### config.mk
export PLATFORM = sky130hd
export DESIGN_NAME = crc_frame_arbiter
export DESIGN_NICKNAME = d
export VERILOG_FILES = /design/src/rtl/crc_frame_arbiter.sv
export SDC_FILE = /design/constraint.sdc
export NUM_CORES = 1
export LEC_CHECK = 0
export CAP_MARGIN = 5
export CORE_AREA = 5 5 210 212
export CTS_CLUSTER_DIAMETER = 150
export DETAILED_ROUTE_END_ITERATION = 16
export DIE_AREA = 0 0 215 217
export DONT_BUFFER_PORTS = 1
export SLEW_MARGIN = 20
export SYNTH_ARGS = -nofsm -noshare
export SYNTH_HDL_FRONTEND = slang
export SYNTH_SLANG_ARGS = --single-unit
### constraint.sdc
create_clock -name clk -period 12.55 [get_ports clk]
set_input_delay 3.1375 -clock clk [delete_from_list [all_inputs] [get_ports clk]]
set_output_delay 3.1375 -clock clk [all_outputs]
set_load 0.01 [all_outputs]
### src/rtl/crc_frame_arbiter.sv
// Round-robin share of one bit-serial CRC-16 engine between two payload sources; emits {payload, crc} with a source tag.
// Latency: frame valid 177 cycles after accept; sources are held off (ready low) while a frame is shifting or awaiting out_ready.
module crc_frame_arbiter #(
  parameter int          PAYLOAD_W = 176,
  parameter logic [15:0] POLY      = 16'h1021,
  parameter logic [15:0] INIT      = 16'h0000
) (
  input  logic                   clk,
  input  logic                   rst,
  input  logic                   req0_valid,
  input  logic [PAYLOAD_W-1:0]   req0_data,
  output logic                   req0_ready,
  input  logic                   req1_valid,
  input  logic [PAYLOAD_W-1:0]   req1_data,
  output logic                   req1_ready,
  output logic                   out_valid,
  output logic [PAYLOAD_W+15:0]  out_data,
  output logic                   out_src,
  input  logic                   out_ready,
  output logic                   busy
);

  localparam int CNT_W = $clog2(PAYLOAD_W);

  typedef enum logic [1:0] {IDLE, SHIFT, DONE} state_t;

  state_t               state, state_nxt;
  logic [PAYLOAD_W-1:0] payload_q;
  logic [15:0]          crc_q;
  logic [CNT_W-1:0]     cnt_q;
  logic                 src_q;
  logic                 last_grant;
  logic                 grant0, grant1;
  logic                 fb;

  always_ff @(posedge clk) begin
    if (rst) state <= IDLE;
    else     state <= state_nxt;
  end

  // On contention the source that did not win last time is granted.
  always_comb begin
    state_nxt  = state;
    req0_ready = 1'b0;
    req1_ready = 1'b0;
    out_valid  = 1'b0;
    busy       = 1'b0;
    grant0     = req0_valid && (!req1_valid || last_grant);
    grant1     = req1_valid && (!req0_valid || !last_grant);
    case (state)
      IDLE: begin
        req0_ready = grant0 && !rst;
        req1_ready = grant1 && !rst;
        if (grant0 || grant1) state_nxt = SHIFT;
      end
      SHIFT: begin
        busy = 1'b1;
        if (cnt_q == '0) state_nxt = DONE;
      end
      DONE: begin
        busy      = 1'b1;
        out_valid = 1'b1;
        if (out_ready) state_nxt = IDLE;
      end
      default: state_nxt = IDLE;
    endcase
  end

  assign fb = crc_q[15] ^ payload_q[cnt_q];

  always_ff @(posedge clk) begin
    if (rst) begin
      last_grant <= 1'b1;
      crc_q      <= '0;
      cnt_q      <= '0;
      src_q      <= 1'b0;
    end else begin
      case (state)
        IDLE: begin
          if (grant0 || grant1) begin
            payload_q  <= grant0 ? req0_data : req1_data;
            src_q      <= grant1;
            last_grant <= grant1;
            crc_q      <= INIT;
            cnt_q      <= CNT_W'(PAYLOAD_W - 1);
          end
        end
        SHIFT: begin
          crc_q <= {crc_q[14:0], 1'b0} ^ (fb ? POLY : 16'h0000);
          // Counter parks at zero so the bit index stays in range while in DONE.
          if (cnt_q != '0) cnt_q <= cnt_q - 1'b1;
        end
        default: ;
      endcase
    end
  end

  assign out_data = (state == DONE) ? {payload_q, crc_q} : '0;
  assign out_src  = (state == DONE) && src_q;

endmodule

After elaboration in Yosys (flattened, before gate mapping)
Index checks and enable logic that the tools add are counted.

storage, ports and cells
  register bits = 204
  output and inout port bits = 197
  word-level logic and storage cells = 57

cells by class
  add/sub/neg operators = 1
  $lt $le $gt $ge = 1
  equal/unequal tests = 6
  mux-type cells = 18
  bitwise logic cells = 3
  reductions and logical operators = 22

operators with widths
  cell                   number
  $mux W192              1
  $mux W176              1
  $pmux W16 S2           1
  $mux W16               1
  $mux W8                2
  $pmux W8 S2            1
  $xor A16 B13 Y16       1
  $mux W13               1
  $lt A8 B9 Y1 const B   1
  $reduce_and A3 Y1      3
  $bmux W1 S8            1
  $logic_not A8 Y1       1
  $ne A2 B2 Y1 const B   4
  $reduce_bool A8 Y1     1
  $sub A8 B1 Y8 const B  1
  $mux W2                3
  $pmux W2 S3            1
  $logic_and A1 B1 Y1    5
  $mux W1                5
  $logic_not A1 Y1       4
  $reduce_and A2 Y1      2
  $logic_or A1 B1 Y1     3
  $eq A2 B1 Y1 const B   1
  $eq A2 B2 Y1 const B   1
  other kinds (5)        5

Depth between registers and ports, before layout
Gate-level depths: netlist of run 1.

  word-level depth = 6
  gate-level depth with buffers = 11
  depth with buffers taken out = 9

Worst setup path before layout of run 1
No wires, ideal clock.

  path kind = in2reg
  start point = input req1_valid
  end point = register payload_q[0] (enable)
  setup time = 0.715 ns
  arrival = 10.858 ns
  data required time = 11.835 ns
  setup slack = 0.977 ns
  cell stages on the path = 3
  path buffers = 1
  cells stage by stage = o21ai_1 > clkbuf_1 > nor2_1

on the way
  longest elaborated chain between the ends = 5

ends and longest elaborated chain
  element                          line  source
  start, declared                  13    input logic req1_valid,
  $logic_not A1 Y1                 48    grant0 = req0_valid && (!req1_valid || last_grant);
  $logic_or A1 B1 Y1               48
  $logic_and A1 B1 Y1              48
  $logic_or A1 B1 Y1 (*)           80    if (grant0 || grant1) begin
  $reduce_and A3 Y1 (no line) (*)  n/a
  end signal, assigned             81    payload_q <= grant0 ? req0_data : req1_data;
  end, declared                    28    logic [PAYLOAD_W-1:0] payload_q;

Every way passes the cells marked *; elsewhere a longest branch is shown, timed or not.
A chain may end at the register's enable or synchronous reset.

Worst setup path in the final report of run 1
  start point = input req1_valid
  end point = output req0_ready

on the way
  longest elaborated chain between the ends = 5

ends and longest elaborated chain
  element              line  source
  $logic_not A1 Y1     48
  $logic_or A1 B1 Y1   48
  $logic_and A1 B1 Y1  48
  $logic_and A1 B1 Y1  52    req0_ready = grant0 && !rst;
  $mux W1              50    case (state)
  end, declared        12    output logic req0_ready,

Every way passes these cells.

==> key figures, run 1 <==
Run status
  • Status: completed

Run
  • Maxcap violations: 0

Clock network
  • CTS Buf Count: 24
  • Clock transition at path regs: 0.05 ns
  • H-tree level count: 1
  • Clock Sink Count: 204
  • Clock buffer depth: 3
  • Clk root buf: clkbuf_16
  • Hold Buf Count CTS: 0
  • CTS tree: built
  • Setup Buffers After CTS: 0
  • Post-CTS sizing: 0
  • Worst-Skew Late Latency: 0.54 ns

STA
  • Final setup fails: 0
  • Final Hold Fails: 0
  • Period utilization: 54.7%
  • WHS: 0.472 ns
  • RSZ-0062 raised after global routing: no
  • Tmin final: 6.86 ns
  • Worst slew pin tran: 1.02 ns
  • Final setup TNS: 0 ns
  • Fmax: 146 MHz
  • Rel. slew slack: 32.0%
  • Max Slew Vio Count: 0
  • Final Skew: 0.0222 ns

Synthesis
  • Sequential element share of the synthesized area: 50.5%
  • Yosys warns: 0
  • Unique cell type count in the Yosys netlist: 48
  • Syn nets: 1614
  • Post-synth EDFFs: 176
  • Ys flop type: edfxtp_1
  • Asr flop ratio synth: 0%
  • #FFs+latches synth: 204
  • Syn avg cell area: 9.25 um^2
  • Synth Instances: 1252
  • Synthesized area: 11600 um^2

Floorplanning
  • Die ar.: 46700 um^2
  • Initial Utilization: 27.7%
  • # rows: 75
  • Die X-Extent: 215 um
  • # IOs: 554
  • Core area: 41800 um^2
  • Die Height: 217 um

Route
  • Routed WL per cell: 22.8 um
  • Starting DRT DRC Count: 658
  • Routed Antenna Nets: 0
  • Drt pass-1 iters: 7
  • Drt drc: 0
  • Total number of vias: 8864
  • Routed vias/inst: 5.03
  • Routed WL: 40.2 mm

Global routing
  • Vias in the first global route: 9086
  • GRT Resource Usage Total: 16.2%
  • First-pass GRT wire length: 58.2 mm
  • Largest net degree at the start of global routing: 178
  • Antenna violations before repair: 1
  • GRT Residual Overflow: 0

Power and ir drop
  • Leakage: 5.20 nW
  • PD cells: 190 nW/um^2
  • Worst VDD drop: 0.111 mV

Setup path
  • RR Endpoint: crc_q[5]
  • Reg-to-reg startpoint: cnt_q[0]
  • Worst reg2reg path depth: 9
  • Worst EP arrival: 3.73 ns
  • Reg2Reg Setup Slack: 8.94 ns
  • Critical Path End Type: output port
  • Worst Path Class, Setup: input pin to output port
  • Crit path launch type: input pin
  • CP Data Required Time: 9.41 ns
  • CP max FO: 17

Placement
  • Hpwl dp: 30.4 mm
  • Port-buffer cells: 0
  • RD Place Congestion: 0.815

Finish
  • Area occupied by multi-input gates: 5370 um^2
  • # fillers: 4283
  • Layout area overhead: 10.6%
  • Seq. cell area: 5850 um^2
  • Diodes inserted: 0
  • Commonest non-fill, non-tap cell in the layout: nand2_1
  • Share of cells above drive strength 1: 8.34%
  • Commonest cells after routing, fill and taps aside: nand2_1, and2_1, edfxtp_1
  • Final #Nets: 1567

Hold path
  • Worst hold path class: register to register
  • Hold Path Cell Cnt: 2
  • WHS Endpoint: crc_q[9]
  • Hold_sp: crc_q[8]
==> synth_stat cells (7+ instances only) <==
| cell type | number | area share [%] |
|---|---|---|
| mux4_1 | 15 | 3.4 |
| clkbuf_1 | 66 | 2.1 |
| nand2_1 | 567 | 18 |
| nand3_1 | 21 | 0.91 |
| nor3_1 | 7 | 0.30 |
| mux2_2 | 12 | 1.2 |
| inv_1 | 9 | 0.29 |
| edfxtp_1 | 176 | 46 |
| dfxtp_1 | 28 | 4.8 |
| and2_1 | 196 | 11 |
| nor2_1 | 13 | 0.42 |
| a21oi_1 | 22 | 0.95 |
| buf_1 | 7 | 0.23 |
| mux4_2 | 24 | 4.7 |
==> area by class of cell <==
| cell class | instances | share of cell area, % |
|---|---|---|
| Sequential cell | 204 | 45.7 |
| Multi-Input combinational cell | 954 | 41.9 |
| Tap cell | 539 | 5.27 |
| Clock buffer | 31 | 5.20 |
| Timing Repair Buffer | 11 | 0.801 |
| Clock inverter | 13 | 0.752 |
| Inverter | 10 | 0.352 |
==> report_power, final <==
part           internal, W  switching, W  leakage [nW]  total, W
sequential        0.000898      0.000128          1.90   0.00103
combinational     0.000278      0.000444          2.92  0.000722
clock             0.000395      0.000285         0.377  0.000679
total              0.00157      0.000857          5.20   0.00243
==> logic make-up after synthesis <==
group / after synthesis / share of synthesized area (%)
AO/OA/AOI/OAI: 58 / 3.26
buffers and inverters: 94 / 3.42
AND/OR/NAND/NOR: 829 / 32.2
flip-flops: 204 / 50.5
adder cells (fa/ha/maj): 5 / 0.540
XOR/XNOR: 10 / 0.756
multiplexers: 52 / 9.33
==> worst max-delay path by stage <==
stage / from / cells past startpoint / end
5_1_grt: req1_valid / 4 / req0_ready
2_1_floorplan: req1_valid / 3 / payload_q[0]
3_3_place_gp: req1_valid / 4 / req0_ready
3_5_place_dp: req1_valid / 4 / req0_ready
6_report: req1_valid / 4 / req0_ready
4_1_cts: req1_valid / 4 / req0_ready
==> per-layer routing <==
metal | vias to the layer above | track usage (%) | share of wire (%)
li1 | 4077 | - | -
met1 | 4312 | 21.8 | 42
met2 | 419 | 27.0 | 48
met3 | 56 | 3.71 | 6.8
met4 | 0 | 3.90 | 2.3
met5 | - | 0 | 0
==> per-stage QoR <==
| step | cells | worst slack, ns | utilization, % | total power [W] | instance area (um^2) |
|---|---|---|---|---|---|
| 2_1_floorplan | 1252 | 0.977 | - | 0.00154 | 11600 |
| 3_3_place_gp | 1717 | 5.22 | 28.8 | 0.00177 | 12000 |
| 3_5_place_dp | 1717 | 5.18 | 28.8 | 0.00178 | 12000 |
| 4_1_cts | 1761 | 5.18 | 30.6 | 0.00247 | 12800 |
| 5_1_grt | 1762 | 5.62 | 30.7 | 0.00258 | 12800 |
| 6_report | 1762 | 5.69 | 30.7 | 0.00243 | 12800 |
==> registers in the layout (all words and copies together), names as in the netlist <==
register and count:
crc_q 16, cnt_q 8, payload_q 176, src_q 1
last_grant 1, state 2
==> critical path: stages <==
cell	delay [ns]
inv_1	0.04
o21ai_4	0.10
buf_4	0.31
nor2b_1	0.14
No activity file was read; power rests on OpenSTA's default activity.
==> run 2, diff against run 1 <==
--- a/config.mk
+++ b/config.mk
@@ -6,10 +6,10 @@
 export NUM_CORES = 1
 export LEC_CHECK = 0
 export CAP_MARGIN = 5
-export CORE_AREA = 5 5 210 212
+export CORE_AREA = 5 5 214 216
 export CTS_CLUSTER_DIAMETER = 150
 export DETAILED_ROUTE_END_ITERATION = 16
-export DIE_AREA = 0 0 215 217
+export DIE_AREA = 0 0 219 221
 export DONT_BUFFER_PORTS = 1
 export SLEW_MARGIN = 20
 export SYNTH_ARGS = -nofsm -noshare
==> constraint.sdc (replaced) <==
create_clock -name clk -period 5.95 [get_ports clk]
set_input_delay 1.4875 -clock clk [delete_from_list [all_inputs] [get_ports clk]]
set_output_delay 1.4875 -clock clk [all_outputs]
set_load 0.01 [all_outputs]
==> run 2 against run 1 <==
Against the previous run: non-clock buffer count grew 1; global-route usage shrank 0.28 points; die area grew 3.7%; sequential share of layout area shrank 0.36 points; utilization shrank 1.2 points; critical endpoint is now out_data[28]; largest cell class unchanged; highest routed layer is now met5.
==> key figures, run 2 (synthesis results as in run 1) <==
Power and ir drop
  • Leakage: 5.21 nW
  • Worst VDD drop: 0.216 mV
  • PD cells: 402 nW/um^2

Run status
  • Status: completed

Route
  • Routed Antenna Nets: 0
  • Total number of vias: 8859
  • Routed vias/inst: 4.88
  • Routed WL: 41.1 mm
  • Routed WL per cell: 22.7 um
  • Drt pass-1 iters: 5
  • Starting DRT DRC Count: 744
  • Drt drc: 0

STA
  • Final Skew: 0.0141 ns
  • Worst slew pin tran: 1.03 ns
  • Max Slew Vio Count: 0
  • Rel. slew slack: 31.6%
  • Final setup TNS: 0 ns
  • Tmin final: 3.87 ns
  • Final Hold Fails: 0
  • RSZ-0062 raised after global routing: no
  • Fmax: 258 MHz
  • Period utilization: 65.0%
  • Final setup fails: 0

Setup path
  • CP Data Required Time: 4.46 ns
  • Reg2Reg Setup Slack: 2.46 ns
  • RR Endpoint: crc_q[12]
  • CP max FO: 103
  • Reg-to-reg startpoint: cnt_q[0]
  • Worst EP arrival: 2.38 ns
  • Critical Path Source: state[0]
  • Worst reg2reg path depth: 9
  • Worst setup path end: out_data[28]
  • Critical Path End Type: output port
  • Crit path launch type: register
  • Worst Path Class, Setup: register to output port

Global routing
  • GRT Resource Usage Total: 16.0%
  • Largest net degree at the start of global routing: 177
  • First-pass GRT wire length: 58.6 mm
  • Grt met2 use: 27.0%
  • Antenna violations before repair: 4
  • Routing usage on met1: 20.9%
  • GRT Residual Overflow: 0
  • Vias in the first global route: 8738
  • GR peak layer: met2
  • Met3 Usage GRT: 3.75%

Finish
  • Post-layout util: 29.5%
  • Largest register FFs: 176
  • Largest registers: payload_q x176, crc_q x16, cnt_q x8
  • Layout area overhead: 11.5%
  • # fillers: 4569
  • Largest register by flop count: payload_q
  • Area occupied by multi-input gates: 5370 um^2
  • Commonest non-fill, non-tap cell in the layout: nand2_1
  • Seq. cell area: 5850 um^2
  • Final #Nets: 1569
  • Share of cells above drive strength 1: 7.94%
  • Commonest cells after routing, fill and taps aside: nand2_1, and2_1, edfxtp_1

Clock network
  • H-tree level count: 1
  • Post-CTS sizing: 0
  • CTS Buf Count: 25
  • Setup Buffers After CTS: 0
  • Hold Buf Count CTS: 0
  • Clk root buf: clkbuf_16
  • Clock transition at path regs: 0.06 ns
  • Clock buffer depth: 3
  • CTS tree: built
  • Worst-Skew Late Latency: 0.54 ns
  • Clock Sink Count: 204

Placement
  • Port-buffer cells: 0
  • Hpwl dp: 31.1 mm
  • RD Place Congestion: 0.842

Floorplanning
  • Die ar.: 48400 um^2
  • Core area: 43700 um^2
  • Initial Utilization: 26.5%
  • # IOs: 554
  • Die Height: 221 um
  • Die X-Extent: 219 um
  • # rows: 77

Hold path
  • Hold_sp: crc_q[9]
  • Worst hold path class: register to register

Run
  • Maxcap violations: 0
run 2: changes by cell type in the layout (fill, tap and decap cells not counted), moves of 2 or more:
cell / previous run / this run
buf_12: 0 / 2
inv_6: 0 / 2
clkinv_2: 7 / 3
clkinvlp_4: 2 / 0
diode_2: 0 / 2
run 2: where the power goes:
group | switching (W) | internal (W) | leakage (nW) | total [W]
clock | 0.000603 | 0.000882 | 0.386 | 0.00148
combinational | 0.000951 | 0.000596 | 2.92 | 0.00155
sequential | 0.000262 | 0.00190 | 1.90 | 0.00216
total | 0.00182 | 0.00337 | 5.21 | 0.00519
run 2: worst min-delay path by stage:
stage / end / cells past startpoint
after floorplan: crc_q[10] / 2
after global placement: crc_q[7] / 2
after detailed placement: crc_q[10] / 2
after CTS: crc_q[10] / 2
after global routing: crc_q[10] / 2
final: crc_q[10] / 2
run 2: per-layer routing:
metal | up-vias | share of wire, %
li1 | 4080 | -
met1 | 4316 | 41
met2 | 414 | 49
met3 | 45 | 7.5
met4 | 4 | 1.9
met5 | - | 0.051
run 2: stage by stage:
stage,instance area [um^2],hold slack [ns],instances,power (W),worst slack [ns]
2_1_floorplan,11600,0.441,1252,0.00320,0.986
3_3_place_gp,12100,0.447,1772,0.00376,2.15
3_5_place_dp,12100,0.454,1772,0.00379,2.04
4_1_cts,12900,0.462,1813,0.00531,2.01
5_1_grt,12900,0.481,1815,0.00550,1.87
6_report,12900,0.458,1815,0.00519,2.08
run 2: worst max-delay path, stage by stage, from the launching register on:
cell	delay, ns
dfxtp_1	0.32
inv_1	0.12
ha_4	0.63
buf_12	0.35
and2_1	0.34
run 2: layout make-up:
cell class | count | area share, %
antenna | 2 | 0.0388
clock buffer | 30 | 5.19
timing repair buffer | 12 | 0.892
multi-input combinational | 954 | 41.6
tap | 592 | 5.74
sequential | 204 | 45.3
inverter | 10 | 0.330
clock inverter | 11 | 0.873
==> run 3, diff against run 2 <==
--- a/config.mk
+++ b/config.mk
@@ -6,10 +6,10 @@
 export NUM_CORES = 1
 export LEC_CHECK = 0
 export CAP_MARGIN = 5
-export CORE_AREA = 5 5 214 216
+export CORE_AREA = 5 5 210 212
 export CTS_CLUSTER_DIAMETER = 150
 export DETAILED_ROUTE_END_ITERATION = 16
-export DIE_AREA = 0 0 219 221
+export DIE_AREA = 0 0 215 217
 export DONT_BUFFER_PORTS = 1
 export SLEW_MARGIN = 20
 export SYNTH_ARGS = -nofsm -noshare
==> constraint.sdc (replaced) <==
create_clock -name clk -period 3.7 [get_ports clk]
set_input_delay 0.925 -clock clk [delete_from_list [all_inputs] [get_ports clk]]
set_output_delay 0.925 -clock clk [all_outputs]
set_load 0.01 [all_outputs]
==> run 3 against run 2 <==
Against the previous run: wire length is 0.25% higher; critical path depth increased by 5; hold slack got worse by 0.014 ns; sequential share of layout area rose by 0.077 points; clock-buffer cell count stayed put; non-clock buffer count fell by 1.
==> key figures, run 3 (synthesis results as in run 1) <==
Run status
  • Status: completed

STA
  • Max Slew Vio Count: 0
  • Tmin final: 3.06 ns
  • Worst slew pin tran: 1.06 ns
  • Slack of the critical path: 0.640 ns
  • Period utilization: 82.7%
  • Final setup fails: 0
  • Fmax: 327 MHz
  • Rel. slew slack: 29.3%
  • Final Skew: 0.00746 ns
  • Final Hold Fails: 0
  • RSZ-0062 raised after global routing: no

Floorplanning
  • Initial Utilization: 27.7%
  • # rows: 75
  • Core area: 41800 um^2
  • Die X-Extent: 215 um
  • # IOs: 554
  • Die Height: 217 um
  • Die ar.: 46700 um^2

Run
  • Maxcap violations: 0

Route
  • Starting DRT DRC Count: 639
  • Drt pass-1 iters: 5
  • Routed vias/inst: 5.03
  • Drt drc: 0
  • Routed WL per cell: 23.4 um
  • Routed WL: 41.2 mm
  • Total number of vias: 8885
  • Routed Antenna Nets: 0

Global routing
  • Largest net degree at the start of global routing: 178
  • First-pass GRT wire length: 59.4 mm
  • Vias in the first global route: 9047
  • Antenna violations before repair: 2
  • GRT Residual Overflow: 0
  • GRT Resource Usage Total: 16.6%

Power and ir drop
  • PD cells: 647 nW/um^2
  • Worst VDD drop: 0.357 mV
  • Overall Power: 0.00833 W
  • Leakage: 5.24 nW

Hold path
  • Hold_sp: rst
  • Hold Path Cell Cnt: 1
  • Worst hold path class: input pin to register
  • WHS Endpoint: crc_q[3]

Placement
  • Post-place setup slack: 0.595 ns
  • Hpwl dp: 31.4 mm
  • Dpl cell area: 12100 um^2
  • Port-buffer cells: 0
  • RD Place Congestion: 0.845

Setup path
  • Worst Path Class, Setup: register to register
  • Buf+Inv Stages, Crit Path: 1
  • Delay-heaviest family, CP: flip-flops
  • Worst EP arrival: 3.50 ns
  • Crit path launch type: register
  • Worst reg2reg path depth: 9
  • RR Endpoint: crc_q[0]
  • CP max FO: 30
  • Reg-to-reg startpoint: cnt_q[0]
  • Crit-path most repeated cell: nand3_1
  • Reg2Reg Setup Slack: 0.64 ns
  • CP Cell Sequence: buf_4, mux4_2, a22oi_1, nand3_1, nand3_1, nand2_1, nor4_4, xnor2_1, a22o_1
  • Critical Path End Type: register
  • CP Data Required Time: 4.14 ns
  • Critical path's largest stage delay: 0.72 ns
  • CP max-delay cell: dfxtp_4

Clock network
  • Clock buffer depth: 3
  • Clock Sink Count: 204
  • Worst-Skew Late Latency: 0.54 ns
  • Clock transition at path regs: 0.06 ns
  • Hold Buf Count CTS: 0
  • Clk root buf: clkbuf_16
  • CTS tree: built
  • H-tree level count: 1
  • Post-CTS sizing: 0
  • Setup Buffers After CTS: 0
  • CTS Buf Count: 26

Finish
  • Final #Nets: 1569
  • Diodes inserted: 0
  • # fillers: 4321
  • Commonest non-fill, non-tap cell in the layout: nand2_1
  • Share of cells above drive strength 1: 8.31%
  • Post-layout util: 30.9%
  • Largest register FFs: 176
  • Commonest cells after routing, fill and taps aside: nand2_1, and2_1, edfxtp_1
  • Finished Cell Area: 12900 um^2
  • Largest register by flop count: payload_q
  • Largest registers: payload_q x176, crc_q x16, cnt_q x8
  • Layout area overhead: 11.3%
==> run 3: changes by cell type in the layout (fill, tap and decap cells not counted), moves of 2 or more <==
cell	before	now
diode_2	2	0
clkinv_1	3	5
clkinv_2	3	10
buf_12	2	4
buf_4	10	7
==> run 3: area by class of cell <==
class | count | area (um^2) | share of cell area, %
clock inverter | 18 | 116 | 0.903
timing repair buffer | 11 | 133 | 1.03
multi-input combinational | 954 | 5380 | 41.7
tap | 539 | 674 | 5.23
clock buffer | 30 | 687 | 5.33
sequential | 204 | 5850 | 45.4
inverter | 10 | 45.0 | 0.349
==> run 3: per-stage QoR <==
step                      setup TNS [ns]  instances  hold WS (ns)
final                                  0       1766         0.444
after global routing                   0       1766         0.411
after CTS                              0       1766         0.401
after detailed placement               0       1718         0.455
after global placement                 0       1718         0.448
after floorplan                   -91.51       1252         0.439
==> run 3: how the worst max path moves through the flow <==
stage               startpoint           end  slack [ns]  cells past startpoint
global route          cnt_q[0]      crc_q[0]        0.32                      9
detailed placement    cnt_q[0]      crc_q[5]        0.59                      9
global placement      cnt_q[0]      crc_q[5]        0.64                      9
CTS                   cnt_q[0]      crc_q[5]        0.59                      9
finish                cnt_q[0]      crc_q[0]        0.64                      9
floorplan                  rst  payload_q[0]       -0.52                      3
==> run 3: report_power, final <==
part | internal [W] | switching (W) | leakage [nW]
Sequential | 0.00305 | 0.000495 | 1.90
Clock | 0.00139 | 0.00102 | 0.406
Combinational | 0.000965 | 0.00141 | 2.93
==> run 3: per-layer routing <==
| layer | routed length (um) | track usage (%) |
|---|---|---|
| met1 | 17200 | 21.9 |
| met2 | 19700 | 27.5 |
| met3 | 3200 | 4.10 |
| met4 | 1160 | 4.52 |
| met5 | 23 | 0 |
